### src/rtl/iir_m_feeder_if.sv
// Bus bundle between the IIR_m sample feeder, its upstream sample source,
// the filter's request-paced ports and the downstream result sink.
interface iir_m_feeder_if #(
  parameter int DIN_W  = 12,
  parameter int DOUT_W = 18,
  parameter int CNT_W  = 16
);
  logic signed [DIN_W-1:0]  s_data;
  logic                     s_valid;
  logic                     s_ready;
  logic                     start;
  logic signed [DIN_W-1:0]  flt_din;
  logic                     flt_din_valid;
  logic                     flt_dout_prevalid;
  logic signed [DOUT_W-1:0] flt_dout;
  logic                     flt_dout_valid;
  logic signed [DOUT_W-1:0] m_data;
  logic                     m_valid;
  logic                     busy;
  logic                     done;
  logic                     underrun;
  logic [CNT_W-1:0]         in_cnt;
  logic [CNT_W-1:0]         out_cnt;

  modport master (
    input  s_data, s_valid, start, flt_dout_prevalid, flt_dout, flt_dout_valid,
    output s_ready, flt_din, flt_din_valid, m_data, m_valid, busy, done,
           underrun, in_cnt, out_cnt
  );

  modport slave (
    output s_data, s_valid, start, flt_dout_prevalid, flt_dout, flt_dout_valid,
    input  s_ready, flt_din, flt_din_valid, m_data, m_valid, busy, done,
           underrun, in_cnt, out_cnt
  );
endinterface

### src/rtl/iir_m_feeder.sv
// Request-paced feeder for IIR_m: buffers upstream samples, issues one sample
// per filter request, forwards results and reports frame completion.
module iir_m_feeder #(
  parameter int DIN_W      = 12,
  parameter int DOUT_W     = 18,
  parameter int FIFO_DEPTH = 8,
  parameter int FRAME_LEN  = 40000,
  parameter int CNT_W      = 16
) (
  input  logic           clk,
  input  logic           rst,
  iir_m_feeder_if.master bus
);
  localparam int               AW          = $clog2(FIFO_DEPTH);
  localparam logic [CNT_W-1:0] FRAME_LEN_C = CNT_W'(FRAME_LEN);
  localparam bit               ONE_SHOT    = (FRAME_LEN == 1);

  typedef enum logic [2:0] {
    S_IDLE, S_PRIME, S_WAIT_REQ, S_ISSUE, S_DRAIN, S_DONE
  } state_t;

  state_t state_q, state_d;

  logic signed [DIN_W-1:0]  mem_q [FIFO_DEPTH];
  logic [AW:0]              wr_ptr_q, rd_ptr_q;
  logic                     fifo_empty, fifo_full, push, pop;
  logic signed [DIN_W-1:0]  fifo_head;

  logic signed [DIN_W-1:0]  flt_din_q, flt_din_d;
  logic                     flt_din_valid_q, flt_din_valid_d;
  logic signed [DOUT_W-1:0] m_data_q, m_data_d;
  logic                     m_valid_q, m_valid_d;
  logic                     busy_q, busy_d;
  logic                     done_q, done_d;
  logic                     underrun_q, underrun_d;
  logic [CNT_W-1:0]         in_cnt_q, in_cnt_d, in_cnt_inc;
  logic [CNT_W-1:0]         out_cnt_q, out_cnt_d;

  // Pointers carry one wrap bit so full and empty are distinguishable.
  assign fifo_empty = (wr_ptr_q == rd_ptr_q);
  assign fifo_full  = (wr_ptr_q[AW] != rd_ptr_q[AW]) &&
                      (wr_ptr_q[AW-1:0] == rd_ptr_q[AW-1:0]);
  assign push       = bus.s_valid && !fifo_full;
  assign fifo_head  = mem_q[rd_ptr_q[AW-1:0]];
  assign in_cnt_inc = in_cnt_q + CNT_W'(1);

  always_ff @(posedge clk) begin
    if (push) mem_q[wr_ptr_q[AW-1:0]] <= bus.s_data;
  end

  always_ff @(posedge clk or negedge rst) begin
    if (!rst) begin
      wr_ptr_q <= '0;
      rd_ptr_q <= '0;
    end else begin
      if (push) wr_ptr_q <= wr_ptr_q + (AW+1)'(1);
      if (pop)  rd_ptr_q <= rd_ptr_q + (AW+1)'(1);
    end
  end

  always_comb begin
    state_d         = state_q;
    pop             = 1'b0;
    flt_din_d       = flt_din_q;
    flt_din_valid_d = 1'b0;
    m_data_d        = m_data_q;
    m_valid_d       = 1'b0;
    busy_d          = busy_q;
    done_d          = 1'b0;
    underrun_d      = underrun_q;
    in_cnt_d        = in_cnt_q;
    out_cnt_d       = out_cnt_q;

    case (state_q)
      S_IDLE: begin
        if (bus.start) begin
          in_cnt_d   = '0;
          out_cnt_d  = '0;
          underrun_d = 1'b0;
          busy_d     = 1'b1;
          state_d    = S_PRIME;
        end
      end
      S_PRIME: begin
        if (!fifo_empty) begin
          pop             = 1'b1;
          flt_din_d       = fifo_head;
          flt_din_valid_d = 1'b1;
          in_cnt_d        = CNT_W'(1);
          state_d         = ONE_SHOT ? S_DRAIN : S_WAIT_REQ;
        end
      end
      S_WAIT_REQ: begin
        if (bus.flt_dout_prevalid) begin
          state_d = S_ISSUE;
          if (fifo_empty) underrun_d = 1'b1;
        end
      end
      // A request that found the FIFO empty stays pending here until data lands.
      S_ISSUE: begin
        if (!fifo_empty) begin
          pop             = 1'b1;
          flt_din_d       = fifo_head;
          flt_din_valid_d = 1'b1;
          in_cnt_d        = in_cnt_inc;
          state_d         = (in_cnt_inc == FRAME_LEN_C) ? S_DRAIN : S_WAIT_REQ;
        end
      end
      S_DRAIN: begin
        if (out_cnt_q == FRAME_LEN_C) state_d = S_DONE;
      end
      S_DONE: begin
        done_d  = 1'b1;
        busy_d  = 1'b0;
        state_d = S_IDLE;
      end
      default: state_d = S_IDLE;
    endcase

    // Results are only counted inside a frame and never beyond its length.
    if (bus.flt_dout_valid && busy_q && (out_cnt_q != FRAME_LEN_C)) begin
      m_data_d  = bus.flt_dout;
      m_valid_d = 1'b1;
      out_cnt_d = out_cnt_q + CNT_W'(1);
    end
  end

  always_ff @(posedge clk or negedge rst) begin
    if (!rst) begin
      state_q         <= S_IDLE;
      flt_din_q       <= '0;
      flt_din_valid_q <= 1'b0;
      m_data_q        <= '0;
      m_valid_q       <= 1'b0;
      busy_q          <= 1'b0;
      done_q          <= 1'b0;
      underrun_q      <= 1'b0;
      in_cnt_q        <= '0;
      out_cnt_q       <= '0;
    end else begin
      state_q         <= state_d;
      flt_din_q       <= flt_din_d;
      flt_din_valid_q <= flt_din_valid_d;
      m_data_q        <= m_data_d;
      m_valid_q       <= m_valid_d;
      busy_q          <= busy_d;
      done_q          <= done_d;
      underrun_q      <= underrun_d;
      in_cnt_q        <= in_cnt_d;
      out_cnt_q       <= out_cnt_d;
    end
  end

  assign bus.s_ready       = !fifo_full;
  assign bus.flt_din       = flt_din_q;
  assign bus.flt_din_valid = flt_din_valid_q;
  assign bus.m_data        = m_data_q;
  assign bus.m_valid       = m_valid_q;
  assign bus.busy          = busy_q;
  assign bus.done          = done_q;
  assign bus.underrun      = underrun_q;
  assign bus.in_cnt        = in_cnt_q;
  assign bus.out_cnt       = out_cnt_q;
endmodule

### src/flat_wrapper.sv
// flat-port wrapper written by rule: the top's interface ports become plain ports
module iir_m_feeder_flat 
#(
  parameter int DIN_W      = 12,
  parameter int DOUT_W     = 18,
  parameter int FIFO_DEPTH = 8,
  parameter int FRAME_LEN  = 40000,
  parameter int CNT_W      = 16
)
  (clk, rst, bus_s_data, bus_s_valid, bus_start, bus_flt_dout_prevalid, bus_flt_dout, bus_flt_dout_valid, bus_s_ready, bus_flt_din, bus_flt_din_valid, bus_m_data, bus_m_valid, bus_busy, bus_done, bus_underrun, bus_in_cnt, bus_out_cnt);
  iir_m_feeder_if #(.DIN_W(DIN_W), .DOUT_W(DOUT_W), .CNT_W(CNT_W)) bus_i ();
  input  logic clk;
  input  logic rst;
  input wire logic [$bits(bus_i.s_data)-1:0] bus_s_data;
  input wire logic [$bits(bus_i.s_valid)-1:0] bus_s_valid;
  input wire logic [$bits(bus_i.start)-1:0] bus_start;
  input wire logic [$bits(bus_i.flt_dout_prevalid)-1:0] bus_flt_dout_prevalid;
  input wire logic [$bits(bus_i.flt_dout)-1:0] bus_flt_dout;
  input wire logic [$bits(bus_i.flt_dout_valid)-1:0] bus_flt_dout_valid;
  output wire logic [$bits(bus_i.s_ready)-1:0] bus_s_ready;
  output wire logic [$bits(bus_i.flt_din)-1:0] bus_flt_din;
  output wire logic [$bits(bus_i.flt_din_valid)-1:0] bus_flt_din_valid;
  output wire logic [$bits(bus_i.m_data)-1:0] bus_m_data;
  output wire logic [$bits(bus_i.m_valid)-1:0] bus_m_valid;
  output wire logic [$bits(bus_i.busy)-1:0] bus_busy;
  output wire logic [$bits(bus_i.done)-1:0] bus_done;
  output wire logic [$bits(bus_i.underrun)-1:0] bus_underrun;
  output wire logic [$bits(bus_i.in_cnt)-1:0] bus_in_cnt;
  output wire logic [$bits(bus_i.out_cnt)-1:0] bus_out_cnt;
  assign bus_i.s_data = bus_s_data;
  assign bus_i.s_valid = bus_s_valid;
  assign bus_i.start = bus_start;
  assign bus_i.flt_dout_prevalid = bus_flt_dout_prevalid;
  assign bus_i.flt_dout = bus_flt_dout;
  assign bus_i.flt_dout_valid = bus_flt_dout_valid;
  assign bus_s_ready = bus_i.s_ready;
  assign bus_flt_din = bus_i.flt_din;
  assign bus_flt_din_valid = bus_i.flt_din_valid;
  assign bus_m_data = bus_i.m_data;
  assign bus_m_valid = bus_i.m_valid;
  assign bus_busy = bus_i.busy;
  assign bus_done = bus_i.done;
  assign bus_underrun = bus_i.underrun;
  assign bus_in_cnt = bus_i.in_cnt;
  assign bus_out_cnt = bus_i.out_cnt;
  iir_m_feeder #(.DIN_W(DIN_W), .DOUT_W(DOUT_W), .FIFO_DEPTH(FIFO_DEPTH), .FRAME_LEN(FRAME_LEN), .CNT_W(CNT_W)) u_core (.clk(clk), .rst(rst), .bus(bus_i));
endmodule
### config.mk
export PLATFORM = sky130hd
export DESIGN_NAME = iir_m_feeder_flat
export DESIGN_NICKNAME = d
export VERILOG_FILES = /design/src/rtl/iir_m_feeder_if.sv /design/src/rtl/iir_m_feeder.sv /design/src/flat_wrapper.sv
export SDC_FILE = /design/constraint.sdc
export NUM_CORES = 1
export LEC_CHECK = 0
export BUFFER_PORTS_ARGS = -buffer_cell sky130_fd_sc_hd__buf_4
export CORE_MARGIN = 5
export CORE_UTILIZATION = 57
export CTS_CLUSTER_SIZE = 12
export DETAILED_ROUTE_END_ITERATION = 10
export GPL_TIMING_DRIVEN = 0
export PLACE_DENSITY = 0.8
export SLEW_MARGIN = 20
export SYNTH_ARGS = -nofsm -noshare
export SYNTH_HDL_FRONTEND = slang
export SYNTH_SLANG_ARGS = --single-unit
export TNS_END_PERCENT = 10
### constraint.sdc
create_clock -name clk -period 3.7 [get_ports clk]
set_clock_uncertainty 0.05 [all_clocks]
set_input_delay 1.11 -clock clk [delete_from_list [all_inputs] [get_ports clk]]
set_output_delay 1.11 -clock clk [all_outputs]
set_load 0.01 [all_outputs]
==> metrics <==
grt total ovfl=0; Syn Nets=roughly 590; Slowest-stage cell, CP=or4b_1; initial antenna violation count=0; Vias=approximately 5,000; clk sink count=around 170; Total GRT Usage=between 20% and 30%; Post-synth ARST share=between 40% and 50%; Seq/Total Area, Yosys=between 60 and 70%; commonest register cell after synthesis=edfxtp_1; Post-CTS Hold Fix Bufs=0; delay of the slowest critical-path stage=0.53 ns; TritonCTS Buffers=17; Rel. slew slack=around 43%; H-tree depth=4; ANT nets after route=0; CTS resizes=0; Post-Syn Area=7330 µm²; post-route insts no fill=~860; Buffers on Ports=between 100 and 150; Lkg Pwr=roughly 3.6 nW; Worst EP arrival=roughly 2.1 ns; Ant. Diodes=0; Final Hold Viols=0; final setup fails=0; Die Y=~120 µm; PD cells=around 700 nW/µm²; CP Max Fanout=9; RSZ-0062 raised after global routing=no; Setup Fix Bufs, Post-CTS=0; crit path kind=reg -> out; Setup crit end kind=output port; layout cells sized above 1=26.5%; worst hold path type=reg -> reg; EDFF count, synth=96; Max-cap violations=0; period utilization=88.6%; 1st-iter DRT viols=459; Synth cell types=a little over 50; Worst setup SP type=flip-flop; area fraction of the dominant cell type after synthesis=about two fifths; Final nets=roughly 720; Peak Freq=between 300 and 400 MHz; CTS Root Cell=clkbuf_16; total negative slack=0 ns; Tmin final=3.28 ns; VDD IR-drop max=about 0.53 mV; cell class contributing the biggest share of worst-path delay=buffers and inverters; critical path, cell by cell=clkbuf_1 > xor2_1 > or4b_1 > buf_4; WP buf/inv=2; row count=between 40 and 50; CTS tree=yes; die area=around 15,000 µm²; RD Place Congestion=a little under 0.9; Max Slew Vio Count=0; top cell type by total area after synthesis=edfxtp_1; vias in the first global route=about 5,000; WP data required=2.54 ns; DRC viols=0; Worst-Margin Slew=around 0.86 ns; Synth area leaders=edfxtp_1, dfrtp_1, mux4_2; global-route wire length before repair=26.9 mm; largest net degree at the start of global routing=79; drt pass-1 iters=7; I/O pin count=roughly 100; Seq cells post-synth=174; Mapped Cells=552; Inst Count DP=between 800 and 900; Starting Density=between 50% and 60%; Core Region=between 10,000 and 15,000 µm²; Syn Area/Cell=between 10 and 15 µm²; most instantiated library cell after synthesis=nand2_1; fillers=approximately 860; outcome=completed; hpwl dp=about 11 mm; yosys warns=0; Clock Latency Late Sink=roughly 0.43 ns; WL final=16.7 mm; die width=around 120 µm; vias per cell=slightly below 6; Layout area overhead=22.2%; Commonest cells post-synth=nand2_1, edfxtp_1, dfrtp_1; Worst-path clk slew=about 0.060 ns; WL/cell=between 15 and 20 µm; deepest clock path buffer count=2
[cells in the final DEF, fill, tap and decap left out, types with 3 or more instances in the layout]
| cell | instances |
|---|---|
| nor2_1 | 16 |
| and2_1 | 3 |
| inv_8 | 3 |
| buf_6 | 3 |
| mux2i_1 | 15 |
| or4_1 | 3 |
| nand2b_1 | 5 |
| nor2b_1 | 5 |
| nand3_1 | 14 |
| clkbuf_1 | 20 |
| o31ai_1 | 14 |
| dfrtp_1 | 78 |
| inv_1 | 7 |
| edfxtp_1 | 96 |
| o21ai_0 | 45 |
| nand2_1 | 107 |
| and3_1 | 4 |
| inv_6 | 5 |
| nor2_2 | 6 |
| buf_4 | 103 |
| clkbuf_16 | 17 |
| xnor2_1 | 4 |
| mux4_2 | 24 |
| buf_2 | 5 |
| xor2_1 | 12 |
| a31oi_1 | 3 |
| a21oi_1 | 7 |
| ha_1 | 6 |
| o211ai_1 | 3 |
| nand4_1 | 11 |
| or2_2 | 3 |
[worst min-delay path: cells and delay by family (launching register included)]
family / cells / cell delay, ns
DFF: 1 / 0.34
and+or+nand+nor: 2 / 0.11
[worst paths after layout]
check | slack [ns] | to | cells after the start | startpoint
hold reg to reg | 0.43 | u_core.bus.m_data[12] | 2 | u_core.bus.m_data[12]
setup reg to reg | 0.71 | u_core.bus.in_cnt[15] | 9 | u_core.rd_ptr_q[1]
min in group asynchronous | 0.68 | u_core.bus.m_data[15] | 1 | rst
setup / recovery | 0.42 | bus_s_ready | 4 | u_core.rd_ptr_q[1]
max in group asynchronous | 2.45 | u_core.bus.flt_din[9] | 1 | rst
hold / removal | 0.43 | u_core.bus.m_data[12] | 2 | u_core.bus.m_data[12]
[registers in the layout (all words and copies together) (netlist names)]
register / cells
u_core.bus.m_data: 18
u_core.rd_ptr_q: 4
u_core.mem_q: 96
u_core.bus.in_cnt: 16
u_core.bus.underrun: 1
u_core.wr_ptr_q: 4
u_core.state_q: 3
u_core.bus.m_valid: 1
u_core.bus.flt_din: 12
u_core.bus.done: 1
u_core.bus.busy: 1
u_core.bus.flt_din_valid: 1
u_core.bus.out_cnt: 16
[area by class of cell]
class	count	area [µm²]	area share, %
inverters	7	26.3	0.293
clock buffers	17	425	4.75
plain buffers	29	120	1.34
multi-input cells	342	2380	26.5
clock inverters	15	150	1.67
well taps	172	215	2.40
flip-flops and latches	174	4830	53.9
repair buffers	106	815	9.09
[per-stage QoR]
stage	power, mW	util (%)	area (µm²)	hold slack (ns)	setup WS, ns
finish	6.25	71.0	8960	0.429	0.421
floorplan	3.80	-	7330	0.410	0.861
global placement	4.42	65.9	8320	0.409	-0.00975
global route	6.59	71.0	8960	0.455	0.336
detailed placement	4.55	66.4	8380	0.413	0.750
CTS	6.29	71.0	8960	0.430	0.388
[cell families after synthesis]
family | after synthesis | share of synthesized area [%]
and+or+nand+nor | 197 | 12.7
xor gates and xnor gates | 16 | 1.91
DFF | 174 | 65.9
muxes | 40 | 9.57
buffers and inverters | 36 | 1.98
AOI/OAI and AO/OA | 83 | 6.88
adders and majority gates | 6 | 1.02
[metal layers]
| layer | GRT usage [%] | part of all wire, % | vias up | routed length (µm) |
|---|---|---|---|---|
| met3 | 5.22 | 5.8 | 23 | 978 |
| met2 | 39.7 | 52 | 182 | 8630 |
| li1 | - | - | 2286 | - |
| met4 | 9.13 | 1.9 | 0 | 314 |
| met5 | 0 | 0 | - | 0 |
| met1 | 30.8 | 41 | 2485 | 6820 |
[power breakdown]
group	switching, mW	total [mW]	internal (mW)
clock	0.780	1.73	0.950
combinational	1.10	1.91	0.811
sequential	0.197	2.61	2.41
(Power assumes the default switching activity.)
